===== src/rtl/cache_pkg.sv =====
// cache_pkg: shared CacheRequest layout, request types and poison constants for the cache issue path.
package cache_pkg;
  localparam int CACHE_REQUEST_WIDTH = 104;
  localparam int CACHE_SETS = 64;
  localparam int CACHE_BLOCK_SIZE = 16;
  localparam int SET_LSB = 0;
  localparam int SET_MSB = 2;
  localparam int WE_LSB = 3;
  localparam int WE_MSB = 6;
  localparam int VALID_BIT = 7;
  localparam int TYPE_LSB = 8;
  localparam int TYPE_MSB = 39;
  localparam int WDATA_LSB = 40;
  localparam int WDATA_MSB = 71;
  localparam int TAG_LSB = 72;
  localparam int TAG_MSB = 93;
  localparam int OFF_LSB = 94;
  localparam int OFF_MSB = 97;
  localparam int IDX_LSB = 98;
  localparam int IDX_MSB = 103;
  localparam logic [31:0] CACHE_READ = 32'd0;
  localparam logic [31:0] CACHE_WRITE = 32'd1;
  localparam logic [31:0] CACHE_DRAM_FILL = 32'd2;
  localparam logic [31:0] WORD_POISON = 32'h0BADF00D;
  localparam logic [21:0] CACHE_PHYSICAL_TAG_POISON = 22'h277BAD;
  typedef enum logic [1:0] {IDLE, READ_WAIT, RESP} issue_state_e;
  typedef struct packed {
    logic [5:0] index;
    logic [3:0] block_offset;
    logic [21:0] tag;
    logic [31:0] write_data;
    logic [31:0] request_type;
    logic is_valid;
    logic [3:0] write_enable;
    logic [2:0] write_set;
  } cache_req_t;
endpackage


===== src/rtl/cache_request_fifo.sv =====
// cache_request_fifo: DEPTH x W synchronous FIFO with wrapping pointers and an occupancy count.
module cache_request_fifo #(
  parameter int DEPTH = 4,
  parameter int W = 104
) (
  input  logic         clk,
  input  logic         rst,
  input  logic         push,
  input  logic         pop,
  input  logic [W-1:0] din,
  output logic         full,
  output logic         empty,
  output logic [W-1:0] head
);
  localparam int AW = $clog2(DEPTH);
  localparam int CW = $clog2(DEPTH + 1);
  logic [W-1:0] mem [DEPTH];
  logic [AW-1:0] wp, rp;
  logic [CW-1:0] count;
  logic do_push, do_pop;
  assign full = count == CW'(DEPTH);
  assign empty = count == '0;
  assign head = mem[rp];
  assign do_push = push && !full;
  assign do_pop = pop && !empty;
  always_ff @(posedge clk) begin
    if (rst) begin
      wp <= '0;
      rp <= '0;
      count <= '0;
    end else begin
      if (do_push) mem[wp] <= din;
      if (do_push) wp <= wp + 1'b1;
      if (do_pop) rp <= rp + 1'b1;
      count <= count + CW'(do_push) - CW'(do_pop);
    end
  end
endmodule


===== src/rtl/cache_request_issue.sv =====
// cache_request_issue: buffers CacheRequest words and issues them to the data/tag arrays.
// Optional CACHE_REQ_POISON_CHECK_EN adds poison_err, flagging reads with non-poison data/tag.
module cache_request_issue
  import cache_pkg::*;
#(
  parameter int DEPTH = 4,
  parameter int REQ_W = CACHE_REQUEST_WIDTH
) (
  input  logic             clk,
  input  logic             rst,
  input  logic [REQ_W-1:0] req_in,
  input  logic             req_in_valid,
  output logic             req_in_ready,
  output logic             mem_en,
  output logic [3:0]       mem_we,
  output logic [2:0]       mem_set,
  output logic [5:0]       mem_index,
  output logic [1:0]       mem_word,
  output logic [31:0]      mem_wdata,
  input  logic [31:0]      mem_rdata,
  output logic             mem_tag_we,
  output logic [21:0]      mem_tag_wdata,
  output logic             resp_valid,
  output logic [31:0]      resp_data,
  input  logic             resp_ready
`ifdef CACHE_REQ_POISON_CHECK_EN
  , output logic           poison_err
`endif
);
  issue_state_e state, nxt;
  cache_req_t hd;
  logic [REQ_W-1:0] head;
  logic full, empty, push, issue, rd, wr, fill, unused;
  assign push = req_in_valid && !full && req_in[VALID_BIT];
  assign req_in_ready = !full;
  cache_request_fifo #(.DEPTH(DEPTH), .W(REQ_W)) u_fifo (
    .clk(clk), .rst(rst), .push(push), .pop(issue), .din(req_in),
    .full(full), .empty(empty), .head(head)
  );
  assign hd = head;
  assign unused = ^{hd.is_valid, hd.block_offset[1:0]};
  // Reset gates issue so the arrays never see a strobe while the queue is being flushed.
  assign issue = !rst && state == IDLE && !empty;
  assign rd = hd.request_type == CACHE_READ;
  assign wr = hd.request_type == CACHE_WRITE;
  assign fill = hd.request_type == CACHE_DRAM_FILL;
  assign resp_valid = state == RESP;
  always_comb begin
    mem_en = issue && (rd || wr || fill);
    mem_we = !mem_en ? 4'h0 : fill ? 4'hF : wr ? hd.write_enable : 4'h0;
    mem_set = mem_en ? hd.write_set : '0;
    mem_index = mem_en ? hd.index : '0;
    mem_word = mem_en ? hd.block_offset[3:2] : '0;
    mem_wdata = mem_en ? hd.write_data : '0;
    mem_tag_we = issue && fill;
    mem_tag_wdata = mem_tag_we ? hd.tag : '0;
    nxt = state == IDLE ? ((issue && rd) ? READ_WAIT : IDLE) :
          state == READ_WAIT ? RESP : (resp_ready ? IDLE : RESP);
  end
  always_ff @(posedge clk) begin
    if (rst) begin
      state <= IDLE;
      resp_data <= '0;
    end else begin
      state <= nxt;
      if (state == READ_WAIT) resp_data <= mem_rdata;
    end
  end
`ifdef CACHE_REQ_POISON_CHECK_EN
  always_ff @(posedge clk) begin
    if (rst) poison_err <= 1'b0;
    else poison_err <= issue && rd && (hd.write_data != WORD_POISON || hd.tag != CACHE_PHYSICAL_TAG_POISON);
  end
`endif
endmodule


===== config.mk =====
export PLATFORM = sky130hd
export DESIGN_NAME = cache_request_issue
export DESIGN_NICKNAME = d
export VERILOG_FILES = /design/src/rtl/cache_pkg.sv /design/src/rtl/cache_request_fifo.sv /design/src/rtl/cache_request_issue.sv
export SDC_FILE = /design/constraint.sdc
export NUM_CORES = 1
export LEC_CHECK = 0
export ABC_AREA = 1
export CORE_ASPECT_RATIO = 0.7
export CORE_UTILIZATION = 35
export DETAILED_ROUTE_END_ITERATION = 10
export DONT_BUFFER_PORTS = 1
export PLACE_DENSITY_LB_ADDON = 0.2
export SYNTH_ARGS = -nofsm -noshare
export SYNTH_HDL_FRONTEND = slang
export SYNTH_SLANG_ARGS = --single-unit

===== constraint.sdc =====
create_clock -name clk -period 15.45 [get_ports clk]
set_input_delay 3.09 -clock clk [delete_from_list [all_inputs] [get_ports clk]]
set_output_delay 3.09 -clock clk [all_outputs]
set_load 0.01 [all_outputs]

==> results of run 1 <==
-- report_power, final --
part	internal (mW)	leakage, nW	switching, mW
combinational	0.0926	1.68	0.190
clock	0.622	0.705	0.451
sequential	1.35	4.00	0.0321
total	2.07	6.38	0.673
-- cell usage after synthesis (10+ instances only) --
master / instances
a21oi_2: 16
a21oi_1: 103
inv_1: 31
nand3_1: 24
clkbuf_1: 52
nor2_1: 229
buf_2: 10
o21ai_0: 86
nand2_1: 194
a32o_1: 44
dfxtp_1: 43
edfxtp_1: 404
-- layer usage --
metal  wire, µm  share of wire  track usage
met5          0              0            0
met4        708          0.019       0.0416
met3       2350          0.063       0.0411
met2      17300           0.46        0.237
met1      17000           0.46        0.198
-- cells by family after synthesis --
family | Yosys count | synth area share
AO/OA/AOI/OAI | 252 | 0.0911
XOR/XNOR | 2 | 0.00103
adder cells (fa/ha/maj) | 7 | 0.00561
buffers and inverters | 105 | 0.0268
flip-flops | 447 | 0.766
AND/OR/NAND/NOR | 470 | 0.110
-- worst min-delay path: stages (launching register included) --
cell     delay (ns)
dfxtp_1        0.30
inv_1          0.05
a21oi_1        0.06
-- final cells by class --
class	count	area, µm²	share of cell area
flip-flops and latches	447	13000	0.682
multi-input cells	731	3550	0.186
clock buffers	53	1200	0.0629
well taps	655	820	0.0430
clock inverters	29	253	0.0133
inverters	34	133	0.00696
repair buffers	14	105	0.00552
-- path summary, 6_finish.rpt --
kind,start,depth (start not counted),to
setup / recovery,rst,7,mem_wdata[12]
hold / removal,u_fifo.rp[1],2,register
setup reg to reg,u_fifo.count[1],8,u_fifo.mem[2][83]
hold reg to reg,u_fifo.rp[1],2,register
-- registers in the layout, summed over array words and instances, names as in the netlist, named ones only --
register and count:
state 2, u_fifo.count 3, u_fifo.mem 404, u_fifo.wp 2, u_fifo.rp 2, resp_data 32
==> reports/qor.csv, run 1 <==
metric,value,unit
share of cells above drive strength 1,0.0864,
CTS root buf,clkbuf_16,
Vias,9419,
Fmax,122,MHz
Max Slew Vio Count,0,
WP buf/inv,0,
Clock Tree Buf Depth,3,
Worst Skew,0.0124,ns
Post-DP Area,17600,µm²
grt ovf,0,
hold_ws,0.459,ns
peak per-stage delay on the critical path,0.59,ns
Seq cells post-synth,447,
non-filler instance count after layout,1963,
Yosys Warn Count,0,
final worst path period share,0.529,
first drt pass iteration count,5,
Crit Path Category,in2out,
final setup vio count,0,
Yosys cell types,27,
H-tree depth,2,
Die Width,265,µm
die height,186,µm
Crit. End Element,output port,
total CTS buffers,46,
initial antenna violation count,0,
Min-Delay Path Class,reg2reg,
GRT Util Overall,0.148,
Layout Nets,1421,
WP data required,12.36,ns
fin worst setup slack,7.28,ns
Post-Syn Nets,1430,
HPWL Detailed,21.2,mm
Critical Path Source Type,input port,
Ports,245,
sequential element share of the synthesized area,0.766,
Sink Count,447,
Setup TNS,0,ns
Fillers,4522,
placed cell count,1881,
number of I/O port buffers,0,
# Post-CTS Setup Buffers,0,
# diodes,0,
leading area contributor after synthesis,edfxtp_1,
Avg WL per Cell,19.0,µm
Slew HR,0.242,
Pleak,6.38,nW
Final Util,0.398,
vias per inst,4.80,
post-synthesis async set-or-reset flop share,0,
Residual DRC,0,
first-pass GRT wire length,55.3,mm
Worst R2R Setup Slack,11.63,ns
post-synthesis cell area,17000,µm²
CP top delay family,simple AND/OR/NAND/NOR gates,
final hold vios,0,
Core Area,47900,µm²
num rows,67,
CP cell instances,nor3_4 -> nand3_1 -> nor2_1 -> nand2_1 -> nor2_1 -> nand2_2 -> a21oi_1,
effective utilization at floorplan,0.354,
"commonest non-fill, non-tap cell in the layout",edfxtp_1,
crit path time final,8.17,ns
status,"complete, no violations",
GP Congestion,0.686,
"most used cell, CP",nor2_1,
die area,49400,µm²
CTS tree,built,
post-route ant nets,0,
"IR drop worst, VDD",0.0819,mV
predominant post-synthesis flop cell,edfxtp_1,
synth top area cells,"edfxtp_1, dfxtp_1, nor2_1",
post-route cell area,19100,µm²
Avg Inst Size Synth,13.2,µm²
Synth-to-Final Area Change,12.3,%
CP max-delay cell,nand2_2,
CP max FO,46,
pre-CTS WS,7.24,ns
Least-Margin Pin Slew,1.14,ns
cells after synthesis,1283,
max_cap viols,0,
pin count of the biggest net entering global routing,90,
Starting DRT DRC Count,556,
CTS Hold Bufs,0,
CTS resizes,0,
overall routed net length,37.3,mm
Post-synth EDFFs,404,
most frequent cells in the layout,"edfxtp_1, nor2_1, nand2_1",
"Reg clk slew, reported paths",0.06,ns
RSZ-0062 raised after global routing,no,
Total Power,2.74,mW
critical path arrival,5.08,ns
top cell type's share of synthesized area,0.715,
worst skew pair latency,0.55,ns
vias in the first global route,9101,
Pwr Density,144,nW/µm²
(Power assumes the default switching activity.)
==> run 2: changes to the inputs <==
==> constraint.sdc (replaced) <==
create_clock -name clk -period 7.8 [get_ports clk]
set_input_delay 1.56 -clock clk [delete_from_list [all_inputs] [get_ports clk]]
set_output_delay 1.56 -clock clk [all_outputs]
set_load 0.01 [all_outputs]
==> reports/qor.csv, run 2 (synthesized netlist as in run 1, its figures left out) <==
metric,value,unit,change
Clock Tree Buf Depth,3,,unchanged
RSZ-0062 raised after global routing,no,,
final setup vio count,0,,unchanged
vias in the first global route,9018,,-0.91%
most frequent cells in the layout,"edfxtp_1, nor2_1, nand2_1",,
HPWL Detailed,20.6,mm,-2.7%
CTS resizes,0,,unchanged
Ports,245,,unchanged
critical path arrival,4.34,ns,-0.74 ns
H-tree depth,2,,unchanged
number of I/O port buffers,0,,unchanged
Least-Margin Pin Slew,1.16,ns,+0.0228 ns
status,"complete, no violations",,
Max Slew Vio Count,0,,unchanged
share of cells above drive strength 1,0.0816,,-0.00477
Slew HR,0.226,,-0.0152
first-pass GRT wire length,54.0,mm,-2.4%
Setup TNS,0,ns,unchanged
Critical Path Sink,mem_index[2],,
CTS tree,built,,
Avg WL per Cell,18.7,µm,-1.9%
num rows,67,,unchanged
Fmax,169,MHz,
Die Width,265,µm,unchanged
# diodes,0,,unchanged
CTS Hold Bufs,0,,unchanged
crit path time final,5.90,ns,
Sink Count,447,,unchanged
Synth-to-Final Area Change,12.1,%,
Top reg by flops,u_fifo.mem,,
total CTS buffers,45,,-2.2%
hold_ws,0.463,ns,+0.00438 ns
die height,186,µm,unchanged
die area,49400,µm²,unchanged
Total Power,5.36,mW,+95%
top flop regs,"u_fifo.mem (404), resp_data (32), u_fifo.count (3)",,
GP Congestion,0.707,,+3.1%
post-route ant nets,0,,unchanged
Vias,9443,,+0.25%
initial antenna violation count,0,,unchanged
GRT Util Overall,0.144,,-0.00341
pin count of the biggest net entering global routing,96,,+6.7%
Starting DRT DRC Count,637,,+15%
vias per inst,4.80,,+0.10%
reg2reg end,state[0],,
Crit Path Category,reg2out,,
worst skew pair latency,0.57,ns,+0.02 ns
Residual DRC,0,,unchanged
Pleak,6.37,nW,-0.27%
max_cap viols,0,,unchanged
Core Area,47900,µm²,unchanged
CP max FO,95,,+110%
hold depth,2,,unchanged
"Reg clk slew, reported paths",0.06,ns,about the same
effective utilization at floorplan,0.354,,unchanged
Layout Nets,1421,,unchanged
Min-Delay Path Class,reg2reg,,
max reg flops,404,,unchanged
Crit. End Element,output port,,
first drt pass iteration count,5,,unchanged
Worst R2R Setup Slack,4.42,ns,-7.21 ns
overall routed net length,36.7,mm,-1.8%
# Post-CTS Setup Buffers,0,,unchanged
"IR drop worst, VDD",0.166,mV,+100%
final hold vios,0,,unchanged
WP data required,6.24,ns,-6.12 ns
Register-to-Register Path Depth,10,,+2
Critical Path Source Type,register,,
Worst Skew,0.0236,ns,+0.0111 ns
Hold Path Origin,u_fifo.rp[1],,
"commonest non-fill, non-tap cell in the layout",edfxtp_1,,
CTS root buf,clkbuf_16,,
Pwr Density,282,nW/µm²,+96%
grt ovf,0,,unchanged
final worst path period share,0.757,,
-- run 2: final cells by class --
class / instances / area (µm²)
Timing Repair Buffer: 15 / 113
Inverter: 34 / 133
Clock inverter: 21 / 206
Multi-Input combinational cell: 731 / 3550
Fill cell: 4496 / 28900
Tap cell: 655 / 820
Sequential cell: 447 / 13000
Clock buffer: 63 / 1190
-- run 2: worst min path at each step --
stage               endpoint  slack, ns
global placement    state[1]       0.44
global route        register       0.49
detailed placement  register       0.46
finish              register       0.46
CTS                 register       0.47
floorplan           state[1]       0.43
-- run 2: layer usage --
metal | wire length [µm] | track usage
met5 | 0 | 0
met4 | 595 | 0.0398
met3 | 2160 | 0.0399
met2 | 17200 | 0.235
met1 | 16700 | 0.191
-- run 2: critical path, stage by stage (launching register included) --
cell and delay (ns):
dfxtp_4 0.92, inv_4 0.57, or2_1 0.40, nor2_1 0.09, nand3_1 0.08, nand3_1 0.07, nand2_1 0.08, inv_2 0.15
nand2_1 0.10, nand2_2 0.09, nand2_2 0.61, a21oi_1 0.56
-- run 2: where the power goes --
group / leakage (nW) / switching (mW) / internal [mW]
Clock: 0.682 / 0.881 / 1.18
Combinational: 1.69 / 0.374 / 0.186
Sequential: 4.00 / 0.0576 / 2.68
Total: 6.37 / 1.31 / 4.04
-- run 2: stage by stage --
step,utilization,std cells,worst slack [ns],cell area (µm²)
after floorplan,-,1283,1.06,17000
after global placement,0.368,1882,2.35,17600
after detailed placement,0.368,1882,2.30,17600
after CTS,0.397,1966,1.67,19000
after global routing,0.397,1966,1.30,19000
final,0.397,1966,1.90,19000
==> run 3: changes to the inputs <==
==> constraint.sdc (replaced) <==
create_clock -name clk -period 5.4 [get_ports clk]
set_input_delay 1.08 -clock clk [delete_from_list [all_inputs] [get_ports clk]]
set_output_delay 1.08 -clock clk [all_outputs]
set_load 0.01 [all_outputs]
==> reports/qor.csv, run 3 (synthesized netlist as in run 1, its figures left out) <==
metric,value,unit,change
"Reg clk slew, reported paths",0.06,ns,about the same
Worst R2R Setup Slack,2.53,ns,-1.89 ns
placed cell count,1883,,+0.053%
initial antenna violation count,0,,unchanged
CTS root buf,clkbuf_16,,
hold depth,2,,unchanged
H-tree depth,2,,unchanged
final hold vios,0,,unchanged
critical path arrival,3.74,ns,-0.60 ns
share of cells above drive strength 1,0.0865,,+0.00484
most frequent cells in the layout,"edfxtp_1, nor2_1, nand2_1",,
effective utilization at floorplan,0.354,,unchanged
HPWL Detailed,20.8,mm,+1.2%
Crit Path Category,reg2out,,
max_cap viols,0,,unchanged
RR Startpoint,u_fifo.count[1],,
Slew HR,0.195,,-0.0316
overall routed net length,37.2,mm,+1.3%
vias per inst,4.86,,+1.1%
Avg WL per Cell,18.9,µm,+1.5%
Starting DRT DRC Count,616,,-3.3%
"commonest non-fill, non-tap cell in the layout",edfxtp_1,,
# Post-CTS Setup Buffers,0,,unchanged
Hold Path Origin,u_fifo.rp[1],,
die height,186,µm,unchanged
Core Area,47900,µm²,unchanged
final setup vio count,0,,unchanged
"IR drop worst, VDD",0.224,mV,+35%
die area,49400,µm²,unchanged
worst skew pair latency,0.58,ns,about the same
CTS resizes,0,,unchanged
Min-Delay Path Class,reg2reg,,
Residual DRC,0,,unchanged
top flop regs,"u_fifo.mem (404), resp_data (32), u_fifo.count (3)",,
Register-to-Register Path Depth,7,,-3
crit path time final,4.82,ns,
post-route cell area,19100,µm²,+0.34%
Top reg by flops,u_fifo.mem,,
Comb power frac,0.112,,+0.007
num rows,67,,unchanged
Reg power frac,0.499,,-0.012
max reg flops,404,,unchanged
Ports,245,,unchanged
number of I/O port buffers,0,,unchanged
pre-CTS WS,1.16,ns,-1.14 ns
Fmax,208,MHz,
Crit. End Element,output port,,
Post-DP Area,17700,µm²,+0.26%
vias in the first global route,9123,,+1.2%
final worst path period share,0.892,,
P_sw,1.92,mW,+47%
Sink Count,447,,unchanged
Layout Nets,1421,,unchanged
grt ovf,0,,unchanged
Clock Power Share,0.389,,+0.005
pin count of the biggest net entering global routing,91,,-5.2%
Max Slew Vio Count,0,,unchanged
reg2reg end,u_fifo.mem[3][58],,
CTS Hold Bufs,0,,unchanged
Least-Margin Pin Slew,1.21,ns,+0.0473 ns
Total Power,7.81,mW,+46%
Internal,5.89,mW,+46%
first-pass GRT wire length,55.0,mm,+1.9%
Pleak,6.40,nW,+0.48%
non-filler instance count after layout,1963,,-0.15%
GP Congestion,0.681,,-3.7%
RSZ-0062 raised after global routing,no,,
hold_ws,0.462,ns,-0.00151 ns
post-route ant nets,0,,unchanged
Die Width,265,µm,unchanged
fin worst setup slack,0.585,ns,-1.31 ns
Final Util,0.399,,+0.00136
WP data required,4.32,ns,-1.92 ns
total CTS buffers,44,,-2.2%
CP max FO,68,,-28%
sw frac,0.246,,+0.00128
CTS tree,built,,
first drt pass iteration count,5,,unchanged
Setup TNS,0,ns,unchanged
Critical Path Source Type,register,,
GRT Util Overall,0.147,,+0.00223
Pwr Density,410,nW/µm²,+45%
Clock Tree Buf Depth,3,,unchanged
Synth-to-Final Area Change,12.4,%,
Worst Skew,0.0285,ns,+0.00493 ns
Vias,9532,,+0.94%
status,"complete, no violations",,
-- run 3: cell types whose count changed in the layout (fill, tap and decap cells not counted), sizes merged --
cell	delta
buf	+1
clkbuf	-7
bufinv	+1
diode	+1
clkinvlp	+1
-- run 3: how the worst max path moves through the flow --
stage,from,endpoint,slack (ns)
finish,register,mem_wdata[12],0.58
global route,register,mem_wdata[14],0.15
CTS,register,mem_we[0],0.50
detailed placement,register,mem_we[0],1.16
global placement,register,mem_we[3],1.23
floorplan,rst,u_fifo.mem[0][0],-0.86
-- run 3: layout make-up --
cell class	instances	area [µm²]
antenna	1	2.50
clock buffer	56	1180
clock inverter	23	239
fill	4478	28800
inverter	34	133
multi-input combinational	731	3550
sequential	447	13000
tap	655	820
timing repair buffer	16	158
-- run 3: worst max-delay path, cell delays in order (launching register included) --
cell,delay [ns]
dfxtp_4,0.36
buf_4,0.57
nand2_1,0.14
nand2_1,0.12
nand2_1,0.06
nand2_1,0.07
nand2_1,0.04
nor2_1,0.10
nand2_1,0.10
nor2_4,0.17
nand2_2,0.09
nand2_2,0.08
nand2_2,0.62
a21oi_1,0.57
-- run 3: layer usage --
layer	vias to the layer above	track usage	part of all wire
met2	196	0.236	0.47
met1	4701	0.193	0.45
li1	4589	-	-
met5	-	0	0
met3	46	0.0450	0.063
met4	0	0.0407	0.016
-- run 3: power by group through the flow --
stage               Sequential (mW)  Combinational (mW)  Clock (mW)
global placement               3.97               0.890           0
detailed placement             3.98               0.890           0
CTS                            3.90               0.896        3.15
finish                         3.90               0.873        3.04
floorplan                      3.97               0.665           0
global route                   3.91               0.982        3.28
